## config.mk

```make
export PLATFORM = sky130hd
export DESIGN_NAME = fifo_read_packer
export DESIGN_NICKNAME = d
export VERILOG_FILES = /design/src/rtl/fifo_read_packer.sv
export SDC_FILE = /design/constraint.sdc
export NUM_CORES = 1
export LEC_CHECK = 0
export BUFFER_PORTS_ARGS = -buffer_cell sky130_fd_sc_hd__buf_2
export CORE_MARGIN = 5
export CORE_UTILIZATION = 50
export DETAILED_ROUTE_END_ITERATION = 8
export HOLD_SLACK_MARGIN = 0.12
export PLACE_DENSITY_LB_ADDON = 0.2
export RECOVER_POWER = 100
export SLEW_MARGIN = 5
export SYNTH_ARGS = -nofsm -noshare
export SYNTH_HDL_FRONTEND = slang
export SYNTH_SLANG_ARGS = --single-unit
```

## constraint.sdc

```tcl
create_clock -name read_clk -period 1.9 [get_ports read_clk]
set_input_delay 0.285 -clock read_clk [delete_from_list [all_inputs] [get_ports read_clk]]
set_output_delay 0.285 -clock read_clk [all_outputs]
set_load 0.05 [all_outputs]
```

## src/rtl/fifo_read_packer.sv

```systemverilog
// Read-side FIFO consumer: issues reads, absorbs the one-cycle read latency and packs PACK lanes
// LSB-first into a wide valid/ready word, with flush support for partial end-of-message words.
module fifo_read_packer #(
  parameter int DATA_WIDTH = 8,
  parameter int PACK       = 4,
  parameter int CNT_W      = $clog2(PACK + 1)
) (
  input  logic                         read_clk,
  input  logic                         read_reset_n,
  input  logic                         fifo_empty,
  output logic                         fifo_read_en,
  input  logic [DATA_WIDTH-1:0]        fifo_read_data,
  input  logic                         flush,
  output logic                         flush_busy,
  output logic                         out_valid,
  input  logic                         out_ready,
  output logic [DATA_WIDTH*PACK-1:0]   out_data,
  output logic [PACK-1:0]              out_keep,
  output logic                         out_last
);

  logic [DATA_WIDTH*PACK-1:0] acc;
  logic [DATA_WIDTH*PACK-1:0] acc_next;
  logic [CNT_W-1:0]           fill_cnt;
  logic [CNT_W-1:0]           fill_eff;
  logic [CNT_W-1:0]           fill_next;
  logic [CNT_W:0]             inflight;
  logic [PACK-1:0]            keep_mask;
  logic                       pend;
  logic                       out_free;
  logic                       move;
  logic                       flush_busy_next;

  // A word in flight (pend) counts against capacity so reads never overrun the accumulator.
  always_comb begin
    out_free     = !out_valid || out_ready;
    move         = out_free && ((fill_cnt == CNT_W'(PACK)) ||
                                (flush_busy && !pend && (fill_cnt != '0)));
    fill_eff     = move ? '0 : fill_cnt;
    inflight     = {1'b0, fill_eff} + {{CNT_W{1'b0}}, pend};
    fifo_read_en = read_reset_n && !fifo_empty && !flush_busy &&
                   (inflight < (CNT_W + 1)'(PACK));
  end

  always_comb begin
    keep_mask = '0;
    for (int i = 0; i < PACK; i++) begin
      keep_mask[i] = (CNT_W'(i) < fill_cnt);
    end
  end

  // Accumulator is cleared on each move, so unfilled lanes always read as zero.
  always_comb begin
    acc_next  = move ? '0 : acc;
    fill_next = fill_eff;
    if (pend && (fill_eff != CNT_W'(PACK))) begin
      for (int i = 0; i < PACK; i++) begin
        if (fill_eff == CNT_W'(i)) begin
          acc_next[i*DATA_WIDTH +: DATA_WIDTH] = fifo_read_data;
        end
      end
      fill_next = fill_eff + CNT_W'(1);
    end
  end

  always_comb begin
    flush_busy_next = flush_busy;
    if (!flush_busy) begin
      flush_busy_next = flush;
    end else if (move || ((fill_cnt == '0) && !pend)) begin
      flush_busy_next = 1'b0;
    end
  end

  always_ff @(posedge read_clk) begin
    if (!read_reset_n) begin
      acc        <= '0;
      fill_cnt   <= '0;
      pend       <= 1'b0;
      flush_busy <= 1'b0;
    end else begin
      acc        <= acc_next;
      fill_cnt   <= fill_next;
      pend       <= fifo_read_en;
      flush_busy <= flush_busy_next;
    end
  end

  always_ff @(posedge read_clk) begin
    if (!read_reset_n) begin
      out_valid <= 1'b0;
      out_data  <= '0;
      out_keep  <= '0;
      out_last  <= 1'b0;
    end else if (move) begin
      out_valid <= 1'b1;
      out_data  <= acc;
      out_keep  <= keep_mask;
      out_last  <= flush_busy;
    end else if (out_ready) begin
      out_valid <= 1'b0;
    end
  end

endmodule

```

* Word-level counts from Yosys, hierarchy flattened
Index checks and enable logic that the tools add are counted.
** Word-level totals
- Register bits after elaboration :: 75
- Output and inout bits :: 40
- Logic and storage cells :: 51
** Cells by class
- $add $sub $neg :: 2
- Order comparisons :: 5
- Eq/ne operators :: 5
- Multiplexer cells :: 12
- Reductions and logical operators :: 19
** Operator list (count)
- $mux 32 :: 2
- $mux 8 :: 4
- $logic_and 1x1->1 :: 8
- $eq 3x2->1 const B :: 2
- $logic_not 3->1 :: 2
- $lt 1x3->1 const A :: 2
- $lt 2x3->1 const A :: 2
- $mux 3 :: 2
- $add 3x1->4 :: 1
- $logic_not 1->1 :: 4
- $lt 4x3->1 const B :: 1
- $mux 1 :: 4
- $add 3x1->3 const B :: 1
- $eq 3x1->1 const B :: 1
- $eq 3x3->1 const B :: 1
- $logic_or 1x1->1 :: 3
- $ne 3x3->1 const B :: 1
- $reduce_bool 3->1 :: 1
- $reduce_bool 2->1 :: 1

* Logic depth before layout (Yosys ltp)
Gate-level depths: netlist (run 1).
- Depth in word-level cells :: 9
- Depth in mapped cells :: 9
- Gate-level depth less buffers :: 7

* Worst setup path after synthesis (run 1)
No wires, ideal clock.
- Kind :: reg2reg
- Start :: register flush_busy
- End :: register acc[24]
- Setup time :: 0.070 ns
- Data arrival time :: 2.050 ns
- Data required time :: 1.830 ns
- Setup slack :: -0.220 ns
- Cell stages (with the launch flop) :: 9
- Clock period less this slack :: 2.120 ns
- Path through :: dfxtp_1 nor2b_1 o211ai_4 buf_6 and3_1 ha_1 o211ai_2 nand3_1 a21boi_1
** Between the ends
- Cells in the longest elaborated chain, start to end :: 8
- Elaborated cells between the ends (all ways) :: 11
** RTL lines
- from (decl) :: RTL line 14 : output logic flush_busy,
- from (signal assigned) :: RTL line 85 : flush_busy <= flush_busy_next;
- $logic_and 1x1->1 (*) (2 in series) :: RTL line 38 : (flush_busy && !pend && (fill_cnt != '0)));
- $logic_or 1x1->1 (*) :: RTL line 37 : move = out_free && ((fill_cnt == CNT_W'(PACK)) ||
- $logic_and 1x1->1 (*) :: RTL line 37
- $mux 3 :: RTL line 39 : fill_eff = move ? '0 : fill_cnt;
- $eq 3x2->1 / $ne 3x3->1 (equally long branches) :: RTL line 58, 56
- $mux 8 / $logic_and 1x1->1 (equally long branches) :: RTL line 58, 56
- $mux 32 (*) :: RTL line 56 : if (pend && (fill_eff != CNT_W'(PACK))) begin
- to (signal assigned) :: RTL line 82 : acc <= acc_next;
- to (decl) :: RTL line 22 : logic [DATA_WIDTH*PACK-1:0] acc;
Mark *: on every way between the ends. The rest lies on a longest branch, timed or not.
A chain may end at the register's enable or synchronous reset.

* Final worst setup path (run 1)
- Start :: register fill_cnt[1]
- End :: output port fifo_read_en
** Between the ends
- Cells in the longest elaborated chain, start to end :: 8
- Elaborated cells between the ends (all ways) :: 9
** RTL lines
- from (decl) :: RTL line 24 : logic [CNT_W-1:0] fill_cnt;
- from (signal assigned) :: RTL line 83 : fill_cnt <= fill_next;
- $reduce_bool 3->1 :: RTL line 38
- $logic_and 1x1->1 :: RTL line 38
- $logic_or 1x1->1 :: RTL line 37
- $logic_and 1x1->1 :: RTL line 37
- $mux 3 (*) :: RTL line 39
- $add 3x1->4 (*) :: RTL line 40 : inflight = {1'b0, fill_eff} + {{CNT_W{1'b0}}, pend};
- $lt 4x3->1 (*) :: RTL line 42 : (inflight < (CNT_W + 1)'(PACK));
- $logic_and 1x1->1 (*) :: RTL line 41 : fifo_read_en = read_reset_n && !fifo_empty && !flush_busy &&
- to (decl) :: RTL line 11 : output logic fifo_read_en,
Marks and branches as above.

==> flow_metrics.py, run 1 <==
metrics = {
    "outcome": {
        "run_status": "completed",
    },
    "floorplanning": {
        "die_width_um": 87.80,
        "top_level_ports": 53,
        "initial_core_util": 0.5112,
        "floorplan.die.height_um": 87.80,
        "core_region_area_mm2": 0.005921,
        "die-area_mm2": 0.007709,
        "placement_rows": 28,
    },
    "worst_setup_path": {
        "start_kind": "flip-flop",
        "crit_slowest_cell": "or3_4",
        "critPathMaxStageDelay_ps": 410,
        "timing.critical_path.buf_inv": 1,
        "endpoint_kind": "output port",
        "cpLargestDelayFamily": "simple AND/OR/NAND/NOR gates",
        "timing_worst_setup_path_type": "flip-flop to output port",
        "crit_chain": "or3_4 -> o211ai_4 -> nand2_2 -> and4_4 -> buf_8",
        "cp.required_ps": 1620,
        "timing.critical_path.fanout_max": 4,
        "crit_arrival_ps": 1590,
    },
    "routing": {
        "drtPass1Iterations": 4,
        "finalWirelength_um": 6583,
        "drc": 0,
        "ant_nets": 0,
        "drt_first_iter_violations": 141,
        "avgViaCountPerCell": 5.171,
        "vias": 2477,
        "post_drt_wl_per_cell_um": 13.74,
    },
    "pwr": {
        "switching_power_w": 0.0009253,
        "switching_share": 0.2824,
        "power_report.internal_total_w": 0.002351,
        "pwr-share-clk": 0.367,
        "power_leakage_nw": 1.238,
        "comb_power_share": 0.136,
        "power.ir.vdd_worst_uv": 644.3,
        "power.share.sequential": 0.497,
        "powerDensity_mw_per_mm2": 918.2,
        "total_power_w": 0.003277,
    },
    "placement": {
        "io_buffer_count": 52,
        "routability_cong": 0.7858,
        "place.detailed.hpwl_um": 4343,
        "postPlaceCellArea_mm2": 0.003368,
    },
    "yosys": {
        "netlist_instances": 343,
        "yosysTopAreaCell": "dfxtp_1",
        "synth.most_common_cell": "nand2_1",
        "synth_cell_type_count": 33,
        "synth-warning-count": 0,
        "netlist_top_cells_area": "dfxtp_1 50%, nand2_1 13%, a21boi_1 8.9%",
        "ys_async_sr_fraction": 0,
        "number_of_flops_mapped_to_enable_cells_by_yosys": 0,
        "ys_ff_latch": 75,
        "netlist_area_mm2": 0.003027,
        "synth_seq_area_share": 0.4961,
        "synth_fp_nets": 357,
        "ys_dominant_reg_cell": "dfxtp_1",
        "synth_commonest_cells": "105 x nand2_1, 75 x dfxtp_1, 36 x a21boi_1",
        "synth.top_cell.area_share": 0.4961,
        "synth.avg_cell_area_um2": 8.824,
    },
    "global_route": {
        "grtUsageMet3": 0.04045,
        "antenna_found_initial": 0,
        "grt.met2_usage": 0.3027,
        "layer_carrying_the_most_global_route_usage": "met2",
        "grt_start_max_net_pins": 66,
        "gr-usage-all-layers": 0.1863,
        "global_route_wire_length_before_repair_um": 11160,
        "grt_overflow": 0,
        "gr-usage-met1": 0.2389,
        "grt_pass1_vias": 2385,
    },
    "timing": {
        "setup_viol": 0,
        "relSlewSlack": 0.5946,
        "timing_hold_violations_final": 0,
        "finalMaxSlewViolations": 0,
        "max_freq_mhz": 534.3,
        "skew_ps": 7.889,
        "rsz0062_at_grt": "true",
        "final.period_utilization": 0.9850,
        "setup-tns-final_ps": 0,
        "max_slew.worst_pin.slew_ps": 610.7,
        "fin_crit_ps": 1872,
    },
    "clock_network": {
        "clkSlewWorstSetupHoldPaths_ps": 70,
        "cts_root_buffer": "clkbuf_8",
        "clock_sink_count": 75,
        "cts_max_path_buffers": 2,
        "worstSkewPairLatency_ps": 350,
        "tritoncts.num_buffers": 9,
        "cts_h_tree_lvls": 3,
        "tritoncts": "yes",
    },
    "finish": {
        "final_core_util": 0.6027,
        "fillerInstances": 573,
        "final_net_count": 413,
        "drive_gt1_frac": 0.1510,
        "area.growth.synth_to_final_pct": 17.90,
        "diodes": 0,
        "stdcell_area_mm2": 0.003568,
    },
    "min_path": {
        "hp-class": "input port to flip-flop",
    },
    "flow_run": {
        "drv.max_cap_violation_count": 0,
    },
}
## cell families (layout without fill, tap and decap cells)
logic type               after synthesis  after routing  share of synthesized area
flip-flops                            75             75                     0.4961
AO/OA/AOI/OAI                         83             83                     0.2129
buffers and inverters                 26             87                    0.05498
AND/OR/NAND/NOR                      157            157                     0.2290
XOR/XNOR                               1              1                   0.002894
adder cells (fa/ha/maj)                1              1                   0.004133
## worst reg2reg max path: stages, from the launching register on
cell,delay [ps]
dfxtp_4,360
or3_4,410
o211ai_4,90
buf_4,190
and3_4,200
ha_4,140
o211a_4,200
nand2_1,70
a21boi_1,110
## cells in the final DEF, fill, tap and decap left out, types with 2 or more instances in the layout
cell type,count
nand2_1,104
dfxtp_1,72
clkbuf_1,40
a21boi_1,36
nand3_1,35
a21boi_0,32
buf_4,17
buf_2,12
clkbuf_8,9
o211ai_1,3
a21oi_1,3
o211a_1,3
clkinvlp_4,3
nand2b_1,2
o211ai_4,2
nor2_1,2
and3_1,2
dfxtp_2,2
## power by group through the flow
stage / combinational (W) / clock, W / sequential (W)
5_1_grt: 0.000485 / 0.00130 / 0.00163
2_1_floorplan: 0.000288 / 0 / 0.00173
4_1_cts: 0.000448 / 0.00123 / 0.00163
6_report: 0.000446 / 0.00120 / 0.00163
3_3_place_gp: 0.000428 / 0 / 0.00166
3_5_place_dp: 0.000428 / 0 / 0.00167
## sequential cells by signal, indices dropped and copies added (netlist names)
name and count:
out_keep 4, out_data 32, out_last 1, out_valid 1, acc 32, fill_cnt 3
flush_busy 1, pend 1
## worst paths after layout
check,startpoint,slack (ps),cells past startpoint,to
min,flush,180,3,flush_busy
max,fill_cnt[1],30,5,fifo_read_en
min reg2reg,acc[29],460,2,out_data[29]
max reg2reg,fill_cnt[1],70,8,acc[30]
## per-stage QoR
step / hold WS, ps / setup slack, ps / std cells
after floorplan: 419.9 / 26.35 / 343
after global placement: 441.0 / 84.32 / 458
after detailed placement: 445.6 / 51.47 / 458
after CTS: 175.4 / 14.28 / 477
after global routing: 180.8 / -21.85 / 479
final: 183.8 / 28.44 / 479
## what timing repair did
action / CTS / global route
buffers inserted: 3 / 2
resized for setup: 4 / 3
pin swaps: 2 / 1
cloned: 0 / 0
setup endpoints to repair: 1 / 2
hold buffers: 0 / 0
## cell type report
class / count / area (um^2) / share of cell area
Sequential cell: 75 / 1508 / 0.4225
Multi-Input combinational cell: 242 / 1400 / 0.3924
Clock inverter: 6 / 66.31 / 0.01858
Inverter: 1 / 3.754 / 0.001052
Clock buffer: 10 / 127.6 / 0.03576
Tap cell: 75 / 93.84 / 0.02630
Timing Repair Buffer: 70 / 369.1 / 0.1034
## per-layer routing
layer	wire (um)	part of all wire	up-vias
met3	311	0.047	12
met5	0	0	-
met2	3018	0.46	48
li1	-	-	1273
met1	3130	0.48	1144
met4	123	0.019	0
Note: power is estimated with default switching activity, not from simulation.
==> run 2, diff against run 1 <==
--- a/config.mk
+++ b/config.mk
@@ -5,13 +5,14 @@
 export SDC_FILE = /design/constraint.sdc
 export NUM_CORES = 1
 export LEC_CHECK = 0
+export ABC_AREA = 1
 export BUFFER_PORTS_ARGS = -buffer_cell sky130_fd_sc_hd__buf_2
 export CORE_MARGIN = 5
 export CORE_UTILIZATION = 50
 export DETAILED_ROUTE_END_ITERATION = 8
 export HOLD_SLACK_MARGIN = 0.12
 export PLACE_DENSITY_LB_ADDON = 0.2
-export RECOVER_POWER = 100
+export RECOVER_POWER = 50
 export SLEW_MARGIN = 5
 export SYNTH_ARGS = -nofsm -noshare
 export SYNTH_HDL_FRONTEND = slang
==> flow_metrics.py, run 2 <==
metrics = {
    "yosys": {
        "synth_seq_area_share": 0.4948,
        "synth_commonest_cells": "166 x nand2_1, 75 x dfxtp_1, 45 x nor2_1",
        "ys_ff_latch": 75,
        "synth.top_cell.area_share": 0.4948,
        "netlist_instances": 423,
        "synth_cell_type_count": 24,
        "netlist_area_mm2": 0.003034,
        "netlist_top_cells_area": "dfxtp_1 49%, nand2_1 21%, a21oi_1 6.9%",
        "yosysTopAreaCell": "dfxtp_1",
        "ys_dominant_reg_cell": "dfxtp_1",
        "synth_fp_nets": 437,
        "ys_async_sr_fraction": 0,
        "synth.avg_cell_area_um2": 7.173,
        "synth.most_common_cell": "nand2_1",
        "number_of_flops_mapped_to_enable_cells_by_yosys": 0,
        "synth-warning-count": 0,
    },
    "floorplanning": {
        "top_level_ports": 53,
        "die_width_um": 87.90,
        "die-area_mm2": 0.007726,
        "placement_rows": 28,
        "floorplan.die.height_um": 87.90,
        "core_region_area_mm2": 0.005921,
        "initial_core_util": 0.5125,
    },
    "worst_setup_path": {
        "endpoint_kind": "output port",
        "rr_startpoint": "fill_cnt[1]",
        "reg2reg_setup_slack_ps": 130,
        "startpoint": "fill_cnt[1]",
        "timing.critical_path.fanout_max": 7,
        "start_kind": "flip-flop",
        "timing_worst_setup_path_type": "flip-flop to output port",
        "timing.rr.end": "acc[12]",
        "cp.required_ps": 1620,
        "crit_chain": "inv_1 -> nand2_1 -> nand2_2 -> nand3_4 -> nand2_1 -> inv_1 -> a21oi_4 -> buf_8",
        "crit_path_end": "fifo_read_en",
        "crit_slowest_cell": "dfxtp_2",
        "critPathMaxStageDelay_ps": 360,
        "crit_arrival_ps": 1530,
        "worst-r2r-cell-count": 10,
    },
    "timing": {
        "timing_hold_violations_final": 0,
        "fin_crit_ps": 1818,
        "max_slew.worst_pin.slew_ps": 557.7,
        "finalMaxSlewViolations": 0,
        "relSlewSlack": 0.6282,
        "setup-tns-final_ps": 0,
        "setup_viol": 0,
        "max_freq_mhz": 550.1,
        "skew_ps": 7.025,
        "final.period_utilization": 0.9567,
    },
    "finish": {
        "multiInputGateArea_mm2": 0.001289,
        "layout.cells.most_common": "nand2_1",
        "area.growth.synth_to_final_pct": 16.74,
        "seqCellArea_mm2": 0.001509,
        "layout.cells.most_common_list": "163 x nand2_1, 71 x dfxtp_1, 51 x buf_2",
        "final_net_count": 486,
        "fillerInstances": 562,
        "regs_by_ff_count": "acc: 32 flops, out_data: 32 flops, out_keep: 4 flops",
        "diodes": 0,
        "final_core_util": 0.5983,
        "drive_gt1_frac": 0.2013,
    },
    "placement": {
        "routability_cong": 0.8574,
        "place.detailed.hpwl_um": 4430,
        "io_buffer_count": 52,
    },
    "clock_network": {
        "cts_root_buffer": "clkbuf_8",
        "clock_sink_count": 75,
        "clkSlewWorstSetupHoldPaths_ps": 80,
        "cts_h_tree_lvls": 3,
        "postCtsSetupBuffers": 0,
        "tritoncts.num_buffers": 9,
        "hold_buffer_count_at_cts": 0,
        "tritoncts": "yes",
        "cts_max_path_buffers": 2,
        "worstSkewPairLatency_ps": 340,
    },
    "routing": {
        "drc": 0,
        "finalWirelength_um": 6701,
        "drtPass1Iterations": 5,
        "post_drt_wl_per_cell_um": 12.14,
        "drt_first_iter_violations": 167,
        "avgViaCountPerCell": 4.897,
        "ant_nets": 0,
        "vias": 2703,
    },
    "global_route": {
        "gr-usage-all-layers": 0.1851,
        "grt_start_max_net_pins": 54,
        "grt_pass1_vias": 2496,
        "antenna_found_initial": 0,
        "global_route_wire_length_before_repair_um": 11300,
        "grt_overflow": 0,
    },
    "flow_run": {
        "drv.max_cap_violation_count": 0,
    },
    "pwr": {
        "powerDensity_mw_per_mm2": 951.8,
        "power.ir.vdd_worst_uv": 629.1,
        "power_leakage_nw": 1.602,
    },
    "min_path": {
        "hp-class": "input port to flip-flop",
        "hold_path_depth": 3,
    },
    "outcome": {
        "run_status": "completed",
    },
}
## run 2: cell types whose count changed after synthesis, sizes merged, moves of 5 or more
| cell | before | now |
|---|---|---|
| o21ai | 1 | 25 |
| nand3 | 35 | 4 |
| nand2 | 105 | 169 |
| inv | 1 | 29 |
| a21boi | 68 | 0 |
| a21oi | 3 | 42 |
| o211ai | 5 | 0 |
| nor2 | 3 | 48 |
## run 2: power by group
part	internal [W]	switching [W]	total, W
sequential	0.00162	0.0000309	0.00165
clock	0.000643	0.000576	0.00122
combinational	0.000132	0.000367	0.000499
## run 2: how the worst min path moves through the flow
stage,from,to
finish,fifo_read_data[4],acc[4]
global route,fifo_empty,pend
CTS,fifo_read_data[4],acc[4]
detailed placement,out_data[12],out_data[12]
global placement,out_data[14],out_data[14]
floorplan,read_reset_n,flush_busy
## run 2: area by class of cell
cell class              instances  area share
clock buffers                  12     0.04097
clock inverters                 4     0.01378
inverters                      29     0.03144
multi-input cells             295      0.3638
flip-flops and latches         75      0.4260
well taps                      75     0.02649
repair buffers                 62     0.09749
## run 2: critical path: cells and delay by family, from the launching register on
family | cells | cell delay, ps
simple gates | 4 | 370
compound gates | 1 | 140
flops | 1 | 360
buf+inv | 3 | 330
## run 2: cells by family (layout without fill, tap and decap cells)
kind of cell,count (synthesis),count (layout),synth area share
compound gates,69,69,0.1159
fa+ha+maj,1,1,0.004123
buf+inv,53,107,0.08989
flops,75,75,0.4948
simple gates,225,225,0.2953
## run 2: stage by stage
step | total power [W] | cells | worst slack, ps | hold slack [ps] | instance area [um^2]
6_report | 0.003371 | 552 | 82.27 | 231.7 | 3542
5_1_grt | 0.003533 | 552 | -23.74 | 238.1 | 3542
4_1_cts | 0.003383 | 552 | 2.486 | 227.6 | 3518
3_5_place_dp | 0.002176 | 536 | 144.0 | 453.1 | 3316
3_3_place_gp | 0.002170 | 536 | 174.5 | 449.6 | 3316
2_1_floorplan | 0.002094 | 423 | 4.445 | 412.7 | 3050
## run 2: routing by layer
metal  track usage  share of wire  wire, um  vias to the layer above
li1              -              -         -                     1407
met1        0.2404           0.47      3135                     1210
met2        0.2925           0.46      3060                       65
met3       0.03669          0.047       318                       21
met4       0.09344          0.028       186                        0
met5             0              0         0                        -
## run 2: timing repair
item	CTS	global route
hold endpoints to repair	0	0
gates cloned	0	0
gates resized for setup	3	9
setup endpoints to repair	1	50
==> run 3, diff against run 2 <==
--- a/config.mk
+++ b/config.mk
@@ -7,12 +7,14 @@
 export LEC_CHECK = 0
 export ABC_AREA = 1
 export BUFFER_PORTS_ARGS = -buffer_cell sky130_fd_sc_hd__buf_2
+export CAP_MARGIN = 40
 export CORE_MARGIN = 5
 export CORE_UTILIZATION = 50
 export DETAILED_ROUTE_END_ITERATION = 8
 export HOLD_SLACK_MARGIN = 0.12
 export PLACE_DENSITY_LB_ADDON = 0.2
 export RECOVER_POWER = 50
+export REMOVE_ABC_BUFFERS = 1
 export SLEW_MARGIN = 5
 export SYNTH_ARGS = -nofsm -noshare
 export SYNTH_HDL_FRONTEND = slang
==> flow_metrics.py, run 3 (synthesis gave the netlist of run 2 again) <==
metrics = {
    "outcome": {
        "run_status": "completed",
    },
    "min_path": {
        "min_from": "fifo_empty",
        "min_delay_worst_endpoint": "pend",
        "hold_path_depth": 4,
        "hp-class": "input port to flip-flop",
    },
    "routing": {
        "drtPass1Iterations": 4,
        "post_drt_wl_per_cell_um": 11.65,
        "finalWirelength_um": 6440,
        "drc": 0,
        "ant_nets": 0,
        "avgViaCountPerCell": 4.736,
        "drt_first_iter_violations": 123,
        "vias": 2619,
    },
    "global_route": {
        "grt_start_max_net_pins": 54,
        "grt_pass1_vias": 2426,
        "grt_overflow": 0,
        "gr-usage-all-layers": 0.1797,
        "global_route_wire_length_before_repair_um": 10920,
        "antenna_found_initial": 0,
    },
    "pwr": {
        "switching_share": 0.2777,
        "total_power_w": 0.003559,
        "pwr-share-clk": 0.396,
        "powerDensity_mw_per_mm2": 999.2,
        "comb_power_share": 0.140,
        "power_report.internal_total_w": 0.002571,
        "power.share.sequential": 0.464,
        "power_leakage_nw": 1.612,
        "switching_power_w": 0.0009882,
        "power.ir.vdd_worst_uv": 535.1,
    },
    "finish": {
        "regs_by_ff_count": "acc: 32 flops, out_data: 32 flops, out_keep: 4 flops",
        "drive_gt1_frac": 0.1967,
        "diodes": 0,
        "stdcell_area_mm2": 0.003562,
        "layout.cells.most_common_list": "165 x nand2_1, 73 x dfxtp_1, 51 x buf_2",
        "instances_no_fill": 553,
        "layout.cells.most_common": "nand2_1",
        "final_core_util": 0.6016,
        "area.growth.synth_to_final_pct": 17.40,
        "fillerInstances": 568,
        "final_net_count": 487,
    },
    "placement": {
        "postPlaceCellArea_mm2": 0.003299,
        "place.detailed.hpwl_um": 4305,
        "placed_cells_incl_taps": 536,
        "io_buffer_count": 52,
        "routability_cong": 0.8613,
    },
    "worst_setup_path": {
        "reg2reg_setup_slack_ps": 160,
        "cpLargestDelayFamily": "simple AND/OR/NAND/NOR gates",
        "timing.critical_path.fanout_max": 5,
        "critPathMaxStageDelay_ps": 360,
        "rr_startpoint": "fill_cnt[2]",
        "start_kind": "flip-flop",
        "timing.critical_path.buf_inv": 2,
        "crit_path_frequent_cell": "nand2_1",
        "timing_worst_setup_path_type": "flip-flop to output port",
        "endpoint_kind": "output port",
        "crit_slowest_cell": "dfxtp_1",
        "timing.rr.end": "acc[16]",
        "crit_chain": "inv_1 -> nand2_1 -> nand2_1 -> nand3_4 -> nand2_2 -> nand2_1 -> a21oi_1 -> buf_4",
        "cp.required_ps": 1620,
        "worst-r2r-cell-count": 9,
        "startpoint": "fill_cnt[1]",
        "crit_arrival_ps": 1530,
    },
    "timing": {
        "setup_viol": 0,
        "finalMaxSlewViolations": 0,
        "skew_ps": 9.879,
        "max_freq_mhz": 551.9,
        "timing_hold_violations_final": 0,
        "final.period_utilization": 0.9536,
        "max_slew.worst_pin.slew_ps": 546.3,
        "relSlewSlack": 0.6358,
        "rsz0062_at_grt": "true",
        "fin_crit_ps": 1812,
    },
    "floorplanning": {
        "core_region_area_mm2": 0.005921,
        "placement_rows": 28,
        "die-area_mm2": 0.007726,
        "floorplan.die.height_um": 87.90,
        "die_width_um": 87.90,
        "top_level_ports": 53,
        "initial_core_util": 0.5125,
    },
    "clock_network": {
        "cts_h_tree_lvls": 3,
        "cts_root_buffer": "clkbuf_8",
        "clkSlewWorstSetupHoldPaths_ps": 80,
        "tritoncts.num_buffers": 9,
        "clock_sink_count": 75,
        "tritoncts": "yes",
        "hold_buffer_count_at_cts": 0,
        "worstSkewPairLatency_ps": 340,
        "cts_max_path_buffers": 2,
    },
    "flow_run": {
        "drv.max_cap_violation_count": 0,
    },
}
run 3: cell types whose count changed in the layout (fill, tap and decap cells not counted), moves of 2 or more:
cell | previous run | this run
buf_4 | 10 | 12
dfxtp_1 | 71 | 73
clkbuf_1 | 2 | 0
nand2_1 | 163 | 165
run 3: worst max path at each step:
| stage | endpoint | cells past startpoint | slack (ps) |
|---|---|---|---|
| 3_3_place_gp | acc[24] | 9 | 210 |
| 3_5_place_dp | acc[31] | 9 | 120 |
| 5_1_grt | acc[23] | 9 | -10 |
| 4_1_cts | fifo_read_en | 8 | 20 |
| 6_report | fifo_read_en | 8 | 90 |
| 2_1_floorplan | fifo_read_en | 6 | -890 |
run 3: power groups by stage:
stage	registers (W)	logic, W	clock network [W]
final	0.00165	0.000498	0.00141
after global routing	0.00166	0.000551	0.00150
after CTS	0.00165	0.000498	0.00143
after detailed placement	0.00169	0.000490	0
after global placement	0.00168	0.000483	0
after floorplan	0.00177	0.000238	0
run 3: what timing repair did:
item | in CTS | in global routing
setup buffers | 1 | 0
gates resized for setup | 2 | 6
setup endpoints to repair | 1 | 31
run 3: final cells by class:
type | instances | area, um^2 | share of cell area
flip-flops and latches | 75 | 1504 | 0.4222
multi-input cells | 295 | 1272 | 0.3572
repair buffers | 63 | 345.3 | 0.09694
clock buffers | 11 | 151.4 | 0.04250
inverters | 29 | 111.4 | 0.03126
well taps | 75 | 93.84 | 0.02634
clock inverters | 5 | 83.83 | 0.02353
run 3: stage by stage:
| stage | hold slack, ps | setup TNS [ps] | setup slack [ps] |
|---|---|---|---|
| 2_1_floorplan | 402.8 | -21100 | -894.9 |
| 3_3_place_gp | 447.9 | 0 | 206.0 |
| 3_5_place_dp | 452.2 | 0 | 117.0 |
| 4_1_cts | 192.7 | 0 | 23.43 |
| 5_1_grt | 201.9 | -10.20 | -10.20 |
| 6_report | 203.9 | 0 | 88.12 |
run 3: tightest hold or removal path, stage by stage:
cell and delay [ps]:
buf_2 70, nor3_1 40, nand2_1 70, a21oi_1 40
run 3: per-layer routing:
metal	routed length, um	GRT usage
met5	0	0
met2	3030	0.2966
met3	322	0.03293
met4	92	0.08229
met1	2995	0.2278
